**config.mk**
```make
export PLATFORM = sky130hd
export DESIGN_NAME = control_sequencer
export DESIGN_NICKNAME = d
export VERILOG_FILES = /design/src/rtl/cpu_ctrl_pkg.sv /design/src/rtl/ctrl_opcode_class.sv /design/src/rtl/control_sequencer.sv
export SDC_FILE = /design/constraint.sdc
export NUM_CORES = 1
export LEC_CHECK = 0
export ABC_CLOCK_PERIOD_IN_PS = 6050
export BUFFER_PORTS_ARGS = -buffer_cell sky130_fd_sc_hd__buf_2
export CORE_ASPECT_RATIO = 0.7
export CORE_MARGIN = 8
export CORE_UTILIZATION = 38
export CTS_CLUSTER_SIZE = 25
export DETAILED_ROUTE_END_ITERATION = 6
export PLACE_DENSITY = 0.65
export SYNTH_ARGS = -nofsm -noshare
export SYNTH_HDL_FRONTEND = slang
export SYNTH_SLANG_ARGS = --single-unit
```
**constraint.sdc**
```tcl
create_clock -name clk -period 6.05 [get_ports clk]
set_input_delay 1.21 -clock clk [delete_from_list [all_inputs] [get_ports clk]]
set_output_delay 1.21 -clock clk [all_outputs]
set_load 0.05 [all_outputs]
```
**src/rtl/cpu_ctrl_pkg.sv**
```systemverilog
// cpu_ctrl_pkg: shared definitions for the control sequencer.
//   Opcode values (IR[31:27]), ALU function codes, FSM phase encodings,
//   opcode-class codes, the control-strobe bundle and small decode helpers.
//   Optional feature macro: CTRL_MULDIV_EN (MUL/DIV execute sequence).
package cpu_ctrl_pkg;
  localparam int OPW_DEF     = 5;
  localparam int MAXSTEP_DEF = 7;
  localparam int STW         = 3;  // step counter width, holds T0..T7

  localparam logic [4:0] OP_LD   = 5'd0,  OP_LDI  = 5'd1,  OP_ST   = 5'd2;
  localparam logic [4:0] OP_ADD  = 5'd3,  OP_SUB  = 5'd4,  OP_AND  = 5'd5;
  localparam logic [4:0] OP_OR   = 5'd6,  OP_SHR  = 5'd7,  OP_SHL  = 5'd8;
  localparam logic [4:0] OP_ROR  = 5'd9,  OP_ROL  = 5'd10, OP_ADDI = 5'd11;
  localparam logic [4:0] OP_ANDI = 5'd12, OP_ORI  = 5'd13, OP_MUL  = 5'd14;
  localparam logic [4:0] OP_DIV  = 5'd15, OP_BR   = 5'd18, OP_JR   = 5'd19;
  localparam logic [4:0] OP_JAL  = 5'd20, OP_IN   = 5'd21, OP_OUT  = 5'd22;
  localparam logic [4:0] OP_MFHI = 5'd23, OP_MFLO = 5'd24, OP_NOP  = 5'd25;
  localparam logic [4:0] OP_HALT = 5'd26;

  localparam logic [4:0] ALU_ADD = 5'd0, ALU_SUB = 5'd1, ALU_AND = 5'd2;
  localparam logic [4:0] ALU_OR  = 5'd3, ALU_SHR = 5'd4, ALU_SHL = 5'd5;
  localparam logic [4:0] ALU_ROR = 5'd6, ALU_ROL = 5'd7, ALU_MUL = 5'd8;
  localparam logic [4:0] ALU_DIV = 5'd9;

  typedef enum logic [3:0] {
    CL_NOP, CL_ALU_R, CL_ALU_I, CL_LD, CL_LDI, CL_ST, CL_BR, CL_JR,
    CL_JAL, CL_MFHI, CL_MFLO, CL_IN, CL_OUT, CL_HALT, CL_MULDIV
  } op_class_e;

  // S_RST is the quiet cycle after reset: every strobe low before FETCH0.
  typedef enum logic [2:0] {S_RST, S_F0, S_F1, S_F2, S_EXEC, S_HALT} state_e;

  typedef struct packed {
    logic gra, grb, grc, r_in, r_out, ba_out;
    logic pc_out, pc_in, inc_pc, mar_in, mdr_in, mdr_out, ir_in;
    logic y_in, z_in, zhi_out, zlo_out, hi_in, lo_in, hi_out, lo_out;
    logic c_out, con_in, read, write;
    logic [4:0] alu_op;
    logic run;
  } ctrl_t;

  // Terminal execute step of each class.
  function automatic logic [STW-1:0] last_step(op_class_e c);
    case (c)
      CL_ALU_R, CL_ALU_I, CL_LDI: last_step = 3'd5;
      CL_LD, CL_ST:               last_step = 3'd7;
      CL_BR, CL_MULDIV:           last_step = 3'd6;
      CL_JAL:                     last_step = 3'd4;
      default:                    last_step = 3'd3;
    endcase
  endfunction

  function automatic logic [4:0] alu_sel(logic [4:0] op);
    case (op)
      OP_SUB:          alu_sel = ALU_SUB;
      OP_AND, OP_ANDI: alu_sel = ALU_AND;
      OP_OR, OP_ORI:   alu_sel = ALU_OR;
      OP_SHR:          alu_sel = ALU_SHR;
      OP_SHL:          alu_sel = ALU_SHL;
      OP_ROR:          alu_sel = ALU_ROR;
      OP_ROL:          alu_sel = ALU_ROL;
      OP_MUL:          alu_sel = ALU_MUL;
      OP_DIV:          alu_sel = ALU_DIV;
      default:         alu_sel = ALU_ADD;
    endcase
  endfunction
endpackage

```
**src/rtl/ctrl_opcode_class.sv**
```systemverilog
// ctrl_opcode_class: combinational opcode -> execute-class decode.
//   opcode in  OPW  IR[31:27]
//   cls    out      op_class_e; unknown opcodes map to CL_NOP
//   CTRL_MULDIV_EN: when defined MUL/DIV decode to CL_MULDIV, else CL_NOP.
module ctrl_opcode_class
  import cpu_ctrl_pkg::*;
#(
  parameter int OPW = OPW_DEF
) (
  input  logic [OPW-1:0] opcode,
  output op_class_e      cls
);
  always_comb begin
    cls = CL_NOP;
    case (opcode)
      OP_ADD, OP_SUB, OP_AND, OP_OR,
      OP_SHR, OP_SHL, OP_ROR, OP_ROL: cls = CL_ALU_R;
      OP_ADDI, OP_ANDI, OP_ORI:       cls = CL_ALU_I;
      OP_LD:                          cls = CL_LD;
      OP_LDI:                         cls = CL_LDI;
      OP_ST:                          cls = CL_ST;
      OP_BR:                          cls = CL_BR;
      OP_JR:                          cls = CL_JR;
      OP_JAL:                         cls = CL_JAL;
      OP_IN:                          cls = CL_IN;
      OP_OUT:                         cls = CL_OUT;
      OP_MFHI:                        cls = CL_MFHI;
      OP_MFLO:                        cls = CL_MFLO;
      OP_HALT:                        cls = CL_HALT;
`ifdef CTRL_MULDIV_EN
      OP_MUL, OP_DIV:                 cls = CL_MULDIV;
`endif
      default:                        cls = CL_NOP;
    endcase
  end
endmodule

```
**src/rtl/control_sequencer.sv**
```systemverilog
// control_sequencer: Moore FSM driving the 32-bit bus datapath.
//   Inputs : clk, reset (sync, active-high), ir[31:0], con_ff, mem_done, stop
//   Outputs: register strobes (gra/grb/grc/r_in/r_out/ba_out), bus and memory
//            strobes, Y/Z/HI/LO strobes, read/write, alu_op[4:0], run.
//   Fetch FETCH0..2, then execute T3..MAXSTEP by opcode class.
//   CTRL_MULDIV_EN: enables the MUL/DIV execute sequence.
module control_sequencer
  import cpu_ctrl_pkg::*;
#(
  parameter int OPW     = OPW_DEF,
  parameter int MAXSTEP = MAXSTEP_DEF
) (
  input  logic        clk,
  input  logic        reset,
  input  logic [31:0] ir,
  input  logic        con_ff,
  input  logic        mem_done,
  input  logic        stop,
  output logic gra, grb, grc, r_in, r_out, ba_out,
  output logic pc_out, pc_in, inc_pc, mar_in, mdr_in, mdr_out, ir_in,
  output logic y_in, z_in, zhi_out, zlo_out, hi_in, lo_in, hi_out, lo_out,
  output logic c_out, con_in,
  output logic read, write,
  output logic [4:0] alu_op,
  output logic run
);
  localparam logic [STW-1:0] STEP_MAX = STW'(MAXSTEP);

  state_e         state_q, state_d;
  logic [STW-1:0] step_q, step_d;
  op_class_e      cls_q, cls_d, dec_cls;
  logic [OPW-1:0] op_q, op_d;
  logic           take_q, take_d;   // branch decision captured at end of T5
  logic           mem_wait, boundary;
  ctrl_t          c;
  logic           unused_ir;

  assign unused_ir = ^ir[31-OPW:0];

  ctrl_opcode_class #(.OPW(OPW)) u_dec (.opcode(ir[31:32-OPW]), .cls(dec_cls));

  always_ff @(posedge clk) begin
    if (reset) begin
      state_q <= S_RST;
      step_q  <= '0;
      cls_q   <= CL_NOP;
      op_q    <= '0;
      take_q  <= 1'b0;
    end else begin
      state_q <= state_d;
      step_q  <= step_d;
      cls_q   <= cls_d;
      op_q    <= op_d;
      take_q  <= take_d;
    end
  end

  // Execute steps that stall on memory completion.
  assign mem_wait = (cls_q == CL_LD && step_q == 3'd6) ||
                    (cls_q == CL_ST && step_q == 3'd7);

  always_comb begin
    state_d  = state_q;
    step_d   = step_q;
    cls_d    = cls_q;
    op_d     = op_q;
    take_d   = take_q;
    boundary = 1'b0;
    case (state_q)
      S_RST: boundary = 1'b1;
      S_F0:  state_d  = S_F1;
      S_F1:  if (mem_done) state_d = S_F2;
      S_F2: begin
        state_d = S_EXEC;
        step_d  = 3'd3;
        cls_d   = dec_cls;
        op_d    = ir[31:32-OPW];
      end
      S_EXEC: begin
        if (cls_q == CL_BR && step_q == 3'd5) take_d = con_ff;
        if (mem_wait && !mem_done) state_d = S_EXEC;
        else if (cls_q == CL_HALT) state_d = S_HALT;
        else if (step_q >= last_step(cls_q) || step_q == STEP_MAX) boundary = 1'b1;
        else step_d = STW'(step_q + 3'd1);
      end
      default: state_d = state_q;  // S_HALT: only reset leaves
    endcase
    // stop is looked at only when entering FETCH0.
    if (boundary) state_d = stop ? S_HALT : S_F0;
  end

  always_comb begin
    c        = '0;
    c.alu_op = ALU_ADD;
    c.run    = 1'b1;
    case (state_q)
      S_F0:   begin c.pc_out = 1'b1; c.mar_in = 1'b1; c.inc_pc = 1'b1; c.z_in = 1'b1; end
      S_F1:   begin c.zlo_out = 1'b1; c.pc_in = 1'b1; c.read = 1'b1; c.mdr_in = 1'b1; end
      S_F2:   begin c.mdr_out = 1'b1; c.ir_in = 1'b1; end
      S_HALT: c.run = 1'b0;
      S_EXEC: begin
        case (cls_q)
          CL_ALU_R, CL_ALU_I: case (step_q)
            3'd3: begin c.grb = 1'b1; c.r_out = 1'b1; c.y_in = 1'b1; end
            3'd4: begin
              c.z_in = 1'b1; c.alu_op = alu_sel(op_q);
              if (cls_q == CL_ALU_R) begin c.grc = 1'b1; c.r_out = 1'b1; end
              else c.c_out = 1'b1;
            end
            3'd5: begin c.zlo_out = 1'b1; c.gra = 1'b1; c.r_in = 1'b1; end
            default: ;
          endcase
          CL_LD, CL_LDI, CL_ST: case (step_q)
            3'd3: begin c.grb = 1'b1; c.ba_out = 1'b1; c.y_in = 1'b1; end
            3'd4: begin c.c_out = 1'b1; c.z_in = 1'b1; end
            3'd5: begin
              c.zlo_out = 1'b1;
              if (cls_q == CL_LDI) begin c.gra = 1'b1; c.r_in = 1'b1; end
              else c.mar_in = 1'b1;
            end
            3'd6: begin
              c.mdr_in = 1'b1;
              if (cls_q == CL_ST) begin c.gra = 1'b1; c.r_out = 1'b1; end
              else c.read = 1'b1;
            end
            3'd7: begin
              if (cls_q == CL_ST) c.write = 1'b1;
              else begin c.mdr_out = 1'b1; c.gra = 1'b1; c.r_in = 1'b1; end
            end
            default: ;
          endcase
          CL_BR: case (step_q)
            3'd3: begin c.gra = 1'b1; c.r_out = 1'b1; c.con_in = 1'b1; end
            3'd4: begin c.pc_out = 1'b1; c.y_in = 1'b1; end
            3'd5: begin c.c_out = 1'b1; c.z_in = 1'b1; end
            3'd6: begin c.zlo_out = take_q; c.pc_in = take_q; end
            default: ;
          endcase
          CL_JR:   if (step_q == 3'd3) begin c.gra = 1'b1; c.r_out = 1'b1; c.pc_in = 1'b1; end
          CL_JAL: case (step_q)
            3'd3: begin c.pc_out = 1'b1; c.grb = 1'b1; c.r_in = 1'b1; end
            3'd4: begin c.gra = 1'b1; c.r_out = 1'b1; c.pc_in = 1'b1; end
            default: ;
          endcase
          CL_MFHI: if (step_q == 3'd3) begin c.hi_out = 1'b1; c.gra = 1'b1; c.r_in = 1'b1; end
          CL_MFLO: if (step_q == 3'd3) begin c.lo_out = 1'b1; c.gra = 1'b1; c.r_in = 1'b1; end
          CL_IN:   if (step_q == 3'd3) begin c.gra = 1'b1; c.r_in = 1'b1; end
          CL_OUT:  if (step_q == 3'd3) begin c.gra = 1'b1; c.r_out = 1'b1; end
`ifdef CTRL_MULDIV_EN
          CL_MULDIV: case (step_q)
            3'd3: begin c.gra = 1'b1; c.r_out = 1'b1; c.y_in = 1'b1; end
            3'd4: begin c.grb = 1'b1; c.r_out = 1'b1; c.z_in = 1'b1; c.alu_op = alu_sel(op_q); end
            3'd5: begin c.zlo_out = 1'b1; c.lo_in = 1'b1; end
            3'd6: begin c.zhi_out = 1'b1; c.hi_in = 1'b1; end
            default: ;
          endcase
`endif
          default: ;
        endcase
      end
      default: ;
    endcase
  end

  assign {gra, grb, grc, r_in, r_out, ba_out} = {c.gra, c.grb, c.grc, c.r_in, c.r_out, c.ba_out};
  assign {pc_out, pc_in, inc_pc, mar_in, mdr_in, mdr_out, ir_in} =
         {c.pc_out, c.pc_in, c.inc_pc, c.mar_in, c.mdr_in, c.mdr_out, c.ir_in};
  assign {y_in, z_in, zhi_out, zlo_out, hi_in, lo_in, hi_out, lo_out} =
         {c.y_in, c.z_in, c.zhi_out, c.zlo_out, c.hi_in, c.lo_in, c.hi_out, c.lo_out};
  assign {c_out, con_in, read, write} = {c.c_out, c.con_in, c.read, c.write};
  assign alu_op = c.alu_op;
  assign run    = c.run;
endmodule

```
Yosys cells after proc, flatten, opt, wreduce, memory -nomap -nowiden
Memory sizes are Yosys's and may differ from the RTL's. A register that Yosys moved wholly into a read port is not among the register bits.
Index checks and enable logic that the tools add are counted.
{"block": "word_totals", "register_bits": 12, "latchBits": 0, "ram_bits": 0, "mem_bits_ro": 240, "input_bits": 37, "memories": 3}
{"block": "op_classes", "add_sub_neg": 1, "n_mul": 0, "n_div": 0, "magnitude_cmp": 1, "eq_ne": 28, "shift": 0, "mux": 74, "bitwise_logic": 0, "reduce_logical": 20}
{"memory": "(no name shown)", "words": 32, "word_bits": 4, "rd": 1, "rd_ports_with_merged_regs": 1, "wr": 0, "line": "ctrl_opcode_class.sv:15", "source": "case (opcode)"}
{"memory": "(no name shown)", "words": 16, "word_bits": 4, "rd": 1, "rd_ports_with_merged_regs": 1, "wr": 0, "line": "cpu_ctrl_pkg.sv:54", "source": "case (op)"}
{"memory": "(no name shown)", "words": 16, "word_bits": 3, "rd": 1, "rd_ports_with_merged_regs": 0, "wr": 0, "line": "cpu_ctrl_pkg.sv:44", "source": "case (c)"}
{"cell": "$mux W3", "count": 12}
{"cell": "$mux W1", "count": 31}
{"cell": "$pmux W1 S2", "count": 13}
{"cell": "$eq A4 B4 Y1 const B", "count": 6}
{"cell": "$eq A3 B3 Y1 const B", "count": 6}
{"cell": "$eq A4 B3 Y1 const B", "count": 4}
{"cell": "$mux W5", "count": 3}
{"cell": "$mux W4", "count": 3}
{"cell": "$mux W6", "count": 2}
{"cell": "$pmux W1 S3", "count": 4}
{"cell": "$pmux W3 S4", "count": 1}
{"cell": "$reduce_or A6 Y1", "count": 2}
{"cell": "$eq A3 B2 Y1 const B", "count": 3}
{"cell": "$eq A4 B2 Y1 const B", "count": 2}
{"cell": "$pmux W1 S4", "count": 2}
{"cell": "$ne A2 B2 Y1 const B", "count": 3}
{"cell": "$pmux W3 S2", "count": 1}
{"cell": "$reduce_or A3 Y1", "count": 2}
{"cell": "$reduce_bool A5 Y1", "count": 1}
{"cell": "$reduce_or A5 Y1", "count": 1}
{"cell": "$eq A4 B1 Y1 const B", "count": 1}
{"cell": "$logic_and A1 B1 Y1", "count": 4}
{"cell": "$ne A4 B4 Y1 const B", "count": 1}
{"cell": "$pmux W2 S2", "count": 1}
{"cell": "14 further kinds", "count": 15}

Longest topological paths before layout
Gate-level depths: netlist of run 1.
{"block": "depth", "depth_word": 14, "ltp_mapped": 12, "mapped_depth_nobuf": 12}

Cells and area by module
Synthesis of run 1 repeated with hierarchy kept, for this count alone.
{"block": "unflattened", "hier_cells": 306, "area_unflattened_um2": 2267.2}
{"mod": "control_sequencer", "instances": 1, "cells_per_inst": 275, "area_per_inst_um2": 2011.9, "seq_area_each_um2": 460.4}
{"mod": "ctrl_opcode_class", "instances": 1, "cells_per_inst": 31, "area_per_inst_um2": 255.2, "seq_area_each_um2": 0.0}

Least setup slack after synthesis of run 1
OpenSTA, ideal clock, no wires.
{"block": "synth_timing", "kind": "reg-to-output", "start": "register cls_q[1]", "end": "output port read", "t_arrival_ns": 2.425, "required_ns": 4.840, "path_slack_ns": 2.415, "path_stages_with_launch": 7, "n_path_buf": 1, "cell_sequence": "dfxtp_1 inv_1 ha_1 clkbuf_1 o221ai_1 o21a_1 a211oi_1"}
{"block": "synth_via", "elab_chain_len": 5, "elab_cells_between_ends": 8}
{"element": "from (decl)", "line": "control_sequencer.sv:31", "source": "op_class_e cls_q, cls_d, dec_cls;"}
{"element": "$eq A4 B3 Y1", "line": "control_sequencer.sv:102, control_sequencer.sv:123"}
{"element": "$mux W1", "line": "control_sequencer.sv:123", "source": "if (cls_q == CL_ST) begin c.gra = 1'b1; c.r_out = 1'b1; end"}
{"element": "$mux W1", "line": "control_sequencer.sv:113", "source": "CL_LD, CL_LDI, CL_ST: case (step_q)"}
{"element": "$mux W2 (*)", "line": "control_sequencer.sv:102", "source": "case (cls_q)"}
{"element": "$pmux W1 S2 (*)", "line": "control_sequencer.sv:96", "source": "case (state_q)"}
{"element": "to (decl)", "line": "control_sequencer.sv:23", "source": "output logic read, write,"}
Every way passes the cells marked *; elsewhere a longest branch is shown, timed or not.

Final worst setup path of run 1
{"block": "layout_timing", "start": "register cls_q[3]", "end": "output port pc_out"}
{"block": "layout_via", "elab_chain_len": 3, "elab_cells_between_ends": 4}
{"element": "$eq A4 B4 Y1 / $eq A4 B3 Y1 (equally long branches)", "line": "control_sequencer.sv:102"}
{"element": "$pmux W1 S2 (*)", "line": "control_sequencer.sv:102"}
{"element": "$pmux W1 S2 (*)", "line": "control_sequencer.sv:96"}
{"element": "to (decl)", "line": "control_sequencer.sv:20", "source": "output logic pc_out, pc_in, inc_pc, mar_in, mdr_in, mdr_out, ir_in,"}
Marked as above.

==> impl_metrics.json, run 1 <==
{
  "status": "complete, no violations",
  "nets": 351,
  "cts.sinks": 20,
  "r2r-end": "step_q[1]$_SDFFE_PP0P_",
  "grt_max_degree": 23,
  "drt-pass1-iter-count": 4,
  "insertion_delay_ns": 0.27,
  "port_buffers": 36,
  "drtIter0Drc": 90,
  "path_class": "reg -> out",
  "ir_drop_uv": 93.5,
  "io_pins": 68,
  "cts_root_buf": "clkbuf_8",
  "critPathLaunchType": "flop",
  "p_leak_uw": 0.000995,
  "overflow": 0,
  "slew_headroom": 0.539,
  "setup_ws_ns": 2.43,
  "die_h_um": 76.1,
  "fmax_ghz": 0.277,
  "diodes": 0,
  "slowest_delay_ns": 0.71,
  "htreeDepth": 1,
  "coreArea_mm2": 0.00512,
  "vias": 1911,
  "cts_hold_buf": 0,
  "r2r_cells": 12,
  "tns_ns": 0,
  "hold_depth": 2,
  "post_cts_resized": 0,
  "whs_ns": 0.460,
  "grt_usage": 0.132,
  "crit_path_end_kind": "primary output",
  "async_flop_share": 0,
  "num_rows": 22,
  "synth_area_mm2": 0.00196,
  "yosysSeqAreaShare": 0.204,
  "netlist_instances": 268,
  "skew_ns": 0.00700,
  "drt-wirelength-per-cell_um": 13.8,
  "cp_max_fo": 18,
  "met2_length_um": 2140,
  "arrival_ns": 2.41,
  "viasPerCell": 5.26,
  "syn_to_final_growth_pct": 13.2,
  "synth_area_per_cell_um2": 7.32,
  "ys_types": 54,
  "final_cell_mix": "nand2_1, buf_2, a21oi_1, ha_1, dfxtp_1",
  "met1_length_um": 2490,
  "period_share": 0.598,
  "power_density_mw_per_mm2": 276,
  "cap_violations": 0,
  "ys.warnings.count": 0,
  "dpl_worst_slack_ns": 2.75,
  "route.detailed.drc": 0,
  "grt_pass1_vias": 1864,
  "ys_ff_latch": 20,
  "setup_viol": 0,
  "ant_nets": 0,
  "rsz0062_at_grt": "no",
  "cts_setup_buffers": 0,
  "hold_viol_final": 0,
  "min_path_type": "reg -> reg",
  "routed_wl_um": 5020,
  "final_common_cell": "nand2_1",
  "cts_tree": "built",
  "synth_edf_count": 0,
  "cts.path.max_buffers": 2,
  "layout-drive-gt1-share": 0.158,
  "numCtsBuffers": 3,
  "cp_slowest_cell": "dfxtp_1",
  "synth_ff_type": "dfxtp_1",
  "fin_crit_ns": 3.62,
  "place.gp.congestion": 0.910,
  "min_to": "take_q$_SDFFE_PP0P_",
  "wl_met3_um": 363,
  "start_util": 0.383,
  "hold_start": "take_q$_SDFFE_PP0P_",
  "grt_pass1_wl_um": 8680,
  "die-area_mm2": 0.00775,
  "crit_chain": "inv_1, nor3b_1, nand2_1, and2_1, o21ai_1, buf_2",
  "worst_pin_slew_ns": 0.691,
  "antenna_found_initial": 0,
  "die_w_um": 102,
  "highest_layer": "met4",
  "drv_slew": 0,
  "crit_required_ns": 4.84,
  "clk_pin_slew_ns": 0.08,
  "place_hpwl_um": 3900,
  "r2r-start": "cls_q[0]$_SDFFE_PP0P_",
  "r2r_setup_slack_ns": 3.11
}
how the worst max path moves through the flow:
stage	start	to	slack, ns	depth (start not counted)
2_1_floorplan	cls_q[1]$_SDFFE_PP0P_	read	2.41	6
3_3_place_gp	step_q[1]$_SDFFE_PP0P_	pc_out	2.79	7
3_5_place_dp	step_q[1]$_SDFFE_PP0P_	pc_out	2.75	7
4_1_cts	step_q[1]$_SDFFE_PP0P_	pc_out	2.45	7
5_1_grt	cls_q[3]$_SDFFE_PP0P_	pc_out	2.10	6
6_report	cls_q[3]$_SDFFE_PP0P_	pc_out	2.43	6
cells by family after synthesis:
group,Yosys count,synth area share
AND/OR/NAND/NOR,111,0.291
AO/OA/AOI/OAI,72,0.246
buffers and inverters,33,0.0727
adder cells (fa/ha/maj),22,0.140
flip-flops,20,0.204
multiplexers,5,0.0255
XOR/XNOR,4,0.0179
other,1,0.00191
cell usage after synthesis, types with 3 or more instances:
| library cell | number | area [um^2] |
|---|---|---|
| nor3_1 | 5 | 25.0 |
| o21ai_1 | 8 | 40.0 |
| o31ai_1 | 3 | 22.5 |
| buf_4 | 4 | 30.0 |
| mux2i_1 | 5 | 50.1 |
| dfxtp_1 | 20 | 400 |
| nand3_1 | 7 | 35.0 |
| o21ai_0 | 6 | 30.0 |
| nand3b_1 | 3 | 22.5 |
| a211oi_1 | 8 | 60.1 |
| and2_1 | 7 | 43.8 |
| o211ai_1 | 3 | 22.5 |
| inv_1 | 12 | 45.0 |
| nor3b_1 | 4 | 30.0 |
| nor2b_1 | 6 | 37.5 |
| nand2b_1 | 5 | 31.3 |
| ha_1 | 22 | 275 |
| buf_2 | 3 | 15.0 |
| nor4_1 | 3 | 18.8 |
| and3_1 | 6 | 37.5 |
| nand2_1 | 38 | 143 |
| nor2_1 | 19 | 71.3 |
| clkbuf_1 | 12 | 45.0 |
| a21oi_1 | 22 | 110 |
| a31oi_1 | 3 | 18.8 |
layout make-up:
| type | instances | area (um^2) |
|---|---|---|
| inverter | 13 | 48.8 |
| fill | 552 | 2900 |
| tap | 72 | 90.1 |
| sequential | 20 | 400 |
| timing repair buffer | 36 | 180 |
| multi-input combinational | 218 | 1430 |
| clock buffer | 3 | 41.3 |
| clock inverter | 1 | 30.0 |
report_power, final:
group / internal (uW) / leakage, uW / switching [uW]
clock network: 88.5 / 0.0000357 / 49.9
registers: 149 / 0.000162 / 36.5
logic: 90.2 / 0.000797 / 199
total: 328 / 0.000995 / 286
through the flow:
| step | total power [uW] | cells | cell area, um^2 | util |
|---|---|---|---|---|
| 3_5_place_dp | 479 | 359 | 2150 | 0.420 |
| 5_1_grt | 657 | 363 | 2220 | 0.434 |
| 2_1_floorplan | 420 | 271 | 1970 | - |
| 3_3_place_gp | 472 | 359 | 2150 | 0.420 |
| 6_report | 613 | 363 | 2220 | 0.434 |
| 4_1_cts | 618 | 363 | 2220 | 0.434 |
critical path: cells and delay by family (launching register included):
family          cells  cell delay, ns
buf+inv             2            0.52
simple gates        3            0.79
compound gates      1            0.10
flops               1            0.71
metal layers:
| layer | up-vias | GRT usage |
|---|---|---|
| met5 | - | 0 |
| met4 | 0 | 0.0190 |
| met3 | 4 | 0.0347 |
| met2 | 49 | 0.206 |
| met1 | 873 | 0.180 |
| li1 | 985 | - |
No activity file was read; power rests on OpenSTA's default activity.
==> run 2, diff against run 1 <==
ABC_AREA = 1   (was default)
ABC_CLOCK_PERIOD_IN_PS = 3350   (was 6050)
PLACE_DENSITY = 0.66   (was 0.65)
clock period = 3.35 ns   (was 6.05 ns; I/O delays follow)
==> impl_metrics.json, run 2 <==
{
  "async_flop_share": 0,
  "grt_usage": 0.136,
  "cts_hold_buf": 0,
  "switching_share": 0.521,
  "path_class": "reg -> out",
  "die-area_mm2": 0.00769,
  "cts_tree": "built",
  "pwr-share-comb": 0.572,
  "drt-wirelength-per-cell_um": 12.5,
  "insertion_delay_ns": 0.26,
  "cts.path.max_buffers": 2,
  "crit_chain": "inv_1, ha_1, inv_1, nor2_2, inv_1, nand3_2, nor2_2, o21bai_2, o311ai_1, inv_1, buf_2",
  "ys_types": 36,
  "ant_nets": 0,
  "fmax_ghz": 0.345,
  "hold_viol_final": 0,
  "critPathMostFrequentCell": "inv_1",
  "route.detailed.drc": 0,
  "netlist_instances": 305,
  "cts.sinks": 20,
  "dp_cells": 406,
  "p_sw_uw": 738,
  "rsz0062_at_grt": "no",
  "ys_ff_latch": 20,
  "start_util": 0.399,
  "drt-pass1-iter-count": 4,
  "crit_required_ns": 2.68,
  "hold_depth": 2,
  "final_cell_mix": "nand2_1, inv_1, buf_2",
  "htreeDepth": 1,
  "p_clk_frac": 0.174,
  "yosysSeqAreaShare": 0.206,
  "coreArea_mm2": 0.00486,
  "r2r-start": "cls_q[1]$_SDFFE_PP0P_",
  "cts_root_buf": "clkbuf_8",
  "ir_drop_uv": 196,
  "power.total_uw": 1410,
  "synth_edf_count": 0,
  "final_common_cell": "nand2_1",
  "fin_crit_ns": 2.90,
  "critPathLaunchType": "flop",
  "setup_viol": 0,
  "cts_setup_buffers": 0,
  "period_share": 0.866,
  "synth_ff_type": "dfxtp_1",
  "stdcell_count": 410,
  "min_to": "take_q$_SDFFE_PP0P_",
  "netlist.area_leader.share": 0.206,
  "nets": 401,
  "grt_pass1_vias": 1727,
  "hold_start": "take_q$_SDFFE_PP0P_",
  "synth_most_common_cell": "nand2_1",
  "synth_area_per_cell_um2": 6.37,
  "synth_area_leader_cell": "dfxtp_1",
  "r2r_cells": 16,
  "synth_common_cells": "nand2_1, inv_1, nor2_1",
  "arrival_ns": 2.23,
  "r2r_setup_slack_ns": 1.12,
  "drtIter0Drc": 107,
  "clk_pin_slew_ns": 0.08,
  "cp_max_fo": 6,
  "cp_slowest_cell": "dfxtp_1",
  "power_density_mw_per_mm2": 631,
  "power.internal_uw": 677,
  "synth_area_mm2": 0.00194,
  "post_cts_resized": 0,
  "skew_ns": 0.00383,
  "status": "complete, no violations",
  "numCtsBuffers": 3,
  "grt_max_degree": 13,
  "layout-drive-gt1-share": 0.211,
  "num_rows": 21,
  "crit_path_end_kind": "primary output",
  "die_h_um": 75.8,
  "syn_to_final_growth_pct": 15.5,
  "cap_violations": 0,
  "p_leak_uw": 0.00114,
  "vias": 2002,
  "synth_area_leaders": "dfxtp_1, ha_1, nand2_1",
  "place.gp.congestion": 0.934,
  "drv_slew": 0,
  "port_buffers": 36,
  "antenna_found_initial": 0,
  "place_hpwl_um": 4200,
  "grt_pass1_wl_um": 8300,
  "ys.warnings.count": 0,
  "tns_ns": 0,
  "min_path_type": "reg -> reg",
  "diodes": 0,
  "io_pins": 68,
  "die_w_um": 101,
  "overflow": 0,
  "cp_top_family": "buffers and inverters",
  "p_seq_frac": 0.255,
  "viasPerCell": 4.88,
  "cp_num_buf_inv": 5,
  "routed_wl_um": 5130,
  "slowest_delay_ns": 0.35,
  "r2r-end": "state_q[2]$_SDFFE_PP0P_",
  "fin_util": 0.461
}
## run 2: per-stage QoR
stage                     worst slack (ns)  cell area [um^2]  hold WS [ns]
final                                0.450              2240         0.480
after global routing                 0.284              2240         0.507
after CTS                            0.483              2240         0.483
after detailed placement             0.786              2170         0.470
after global placement               0.797              2170         0.461
after floorplan                      0.351              1950         0.439
## run 2: cells by family after synthesis
group	after synthesis	share of synthesized area
other	1	0.00193
DFF	20	0.206
and+or+nand+nor	146	0.343
buffers and inverters	58	0.126
adders and majority gates	22	0.142
AOI/OAI and AO/OA	58	0.182
## run 2: layout make-up
class,instances,area [um^2]
Timing Repair Buffer,37,188
Tap cell,69,86.3
Multi-Input combinational cell,230,1310
Clock buffer,3,41.3
Sequential cell,20,400
Fill cell,529,2620
Inverter,50,188
Clock inverter,1,30.0
## run 2: tightest hold or removal path, delay by kind of cell, from the launching register on
family	cells	cell delay, ns
and+or+nand+nor	1	0.06
AOI/OAI and AO/OA	1	0.05
DFF	1	0.32
## run 2: worst max-delay path by stage
stage               endpoint  cells after the start               startpoint  slack (ns)
global route           c_out                     11    cls_q[1]$_SDFFE_PP0P_        0.28
detailed placement     c_out                     11    cls_q[1]$_SDFFE_PP0P_        0.79
finish                 c_out                     11    cls_q[1]$_SDFFE_PP0P_        0.45
global placement       c_out                     11    cls_q[1]$_SDFFE_PP0P_        0.80
CTS                    c_out                     11    cls_q[1]$_SDFFE_PP0P_        0.48
floorplan             mar_in                      4  state_q[0]$_SDFFE_PP0P_        0.35
## run 2: per-layer routing
layer,global-route usage,share of wire,up-vias
met2,0.195,0.38,53
met4,0.0246,0.0045,0
met3,0.0484,0.081,4
met1,0.190,0.53,888
li1,-,-,1057
met5,0,0,-
## run 2: power by group through the flow
stage,combinational [uW],sequential (uW),clock [uW]
after floorplan,656,349,0
after global placement,795,365,0
after detailed placement,804,366,0
after CTS,807,360,253
after global routing,903,370,263
final,809,361,246
==> run 3, diff against run 2 <==
ABC_CLOCK_PERIOD_IN_PS = 3700   (was 3350)
clock period = 3.7 ns   (was 3.35 ns; I/O delays follow)
==> impl_metrics.json, run 3 (synthesized netlist as in run 2, its figures left out) <==
{
  "status": "complete, no violations",
  "die_w_um": 101,
  "cp_max_fo": 6,
  "critPathLaunchType": "flop",
  "regArea_um2": 400,
  "htreeDepth": 1,
  "dpl_worst_slack_ns": 1.07,
  "whs_ns": 0.478,
  "critPathMostFrequentCell": "inv_1",
  "skew_ns": 0.00239,
  "cts_setup_buffers": 0,
  "port_buffers": 36,
  "power.total_uw": 1220,
  "path_class": "reg -> out",
  "drtIter0Drc": 141,
  "hold_start": "op_q[4]$_SDFFE_PP0P_",
  "syn_to_final_growth_pct": 14.6,
  "ir_drop_uv": 161,
  "overflow": 0,
  "crit_chain": "inv_1, ha_1, inv_1, nor2_2, inv_1, nand3_2, nor2_2, o21bai_2, o311ai_1, inv_1, buf_2",
  "antenna_found_initial": 0,
  "numCtsBuffers": 3,
  "setup_ws_ns": 0.747,
  "setup_viol": 0,
  "viasPerCell": 4.81,
  "clk_pin_slew_ns": 0.07,
  "rsz0062_at_grt": "no",
  "nets": 401,
  "io_pins": 68,
  "drt-pass1-iter-count": 4,
  "post_cts_resized": 0,
  "grt_pass1_vias": 1777,
  "crit_required_ns": 2.96,
  "fin_crit_ns": 2.95,
  "layout-drive-gt1-share": 0.211,
  "r2r-start": "cls_q[0]$_SDFFE_PP0P_",
  "coreArea_mm2": 0.00486,
  "multi_input_area_mm2": 0.00131,
  "fillers": 521,
  "min_path_type": "reg -> reg",
  "ant_nets": 0,
  "routed_wl_um": 4950,
  "final_cell_mix": "nand2_1, inv_1, buf_2",
  "cts_hold_buf": 0,
  "slowest_delay_ns": 0.34,
  "route.detailed.drc": 0,
  "cts.path.max_buffers": 2,
  "r2r_setup_slack_ns": 1.47,
  "die_h_um": 75.8,
  "min_to": "op_q[4]$_SDFFE_PP0P_",
  "cts_tree": "built",
  "grt_pass1_wl_um": 8270,
  "vias": 1973,
  "final_common_cell": "nand2_1",
  "arrival_ns": 2.21,
  "place.gp.congestion": 0.930,
  "fin_util": 0.458,
  "grt_max_degree": 15,
  "cts_root_buf": "clkbuf_8",
  "r2r_cells": 14,
  "p_leak_uw": 0.00114,
  "power_density_mw_per_mm2": 549,
  "place_hpwl_um": 4060,
  "hold_viol_final": 0,
  "cts.sinks": 20,
  "die-area_mm2": 0.00769,
  "hold_depth": 2,
  "cp_slowest_cell": "dfxtp_1",
  "num_rows": 21,
  "cap_violations": 0,
  "tns_ns": 0,
  "period_share": 0.798,
  "r2r-end": "step_q[2]$_SDFFE_PP0P_",
  "fmax_ghz": 0.339,
  "drv_slew": 0,
  "crit_path_end_kind": "primary output",
  "drt-wirelength-per-cell_um": 12.1,
  "insertion_delay_ns": 0.26,
  "grt_usage": 0.133,
  "start_util": 0.399,
  "diodes": 0
}
run 3: critical path, delay by kind of cell (launching register included):
family / cells / cell delay, ns
buffers and inverters: 5 / 0.69
AND/OR/NAND/NOR: 3 / 0.37
flip-flops: 1 / 0.34
adder cells (fa/ha/maj): 1 / 0.29
AO/OA/AOI/OAI: 2 / 0.25
run 3: cell type report:
cell class	instances	share of cell area
multi-input cells	230	0.588
flip-flops and latches	20	0.180
repair buffers	37	0.0843
inverters	50	0.0843
well taps	69	0.0388
clock buffers	4	0.0247
run 3: metrics by stage:
stage                     area [um^2]  std cells
after detailed placement         2170        406
after CTS                        2230        410
after global placement           2170        406
after floorplan                  1950        308
final                            2230        410
after global routing             2230        410
run 3: where the power goes:
group / leakage, uW / internal (uW) / switching [uW]
registers: 0.000163 / 266 / 59.1
logic: 0.000944 / 201 / 527
clock network: 0.0000288 / 94.8 / 73.9
run 3: per-layer routing:
layer	global-route usage	wire, um	part of all wire
met5	0	0	0
met1	0.187	2630	0.53
met2	0.191	1880	0.38
met3	0.0447	419	0.085
met4	0.0230	19	0.0038
run 3: worst max-delay path by stage:
| stage | from | endpoint | slack, ns |
|---|---|---|---|
| 2_1_floorplan | state_q[0]$_SDFFE_PP0P_ | mar_in | 0.63 |
| 3_3_place_gp | cls_q[1]$_SDFFE_PP0P_ | c_out | 1.07 |
| 3_5_place_dp | cls_q[1]$_SDFFE_PP0P_ | c_out | 1.07 |
| 4_1_cts | cls_q[1]$_SDFFE_PP0P_ | c_out | 0.77 |
| 5_1_grt | cls_q[1]$_SDFFE_PP0P_ | read | 0.56 |
| 6_report | cls_q[1]$_SDFFE_PP0P_ | c_out | 0.75 |
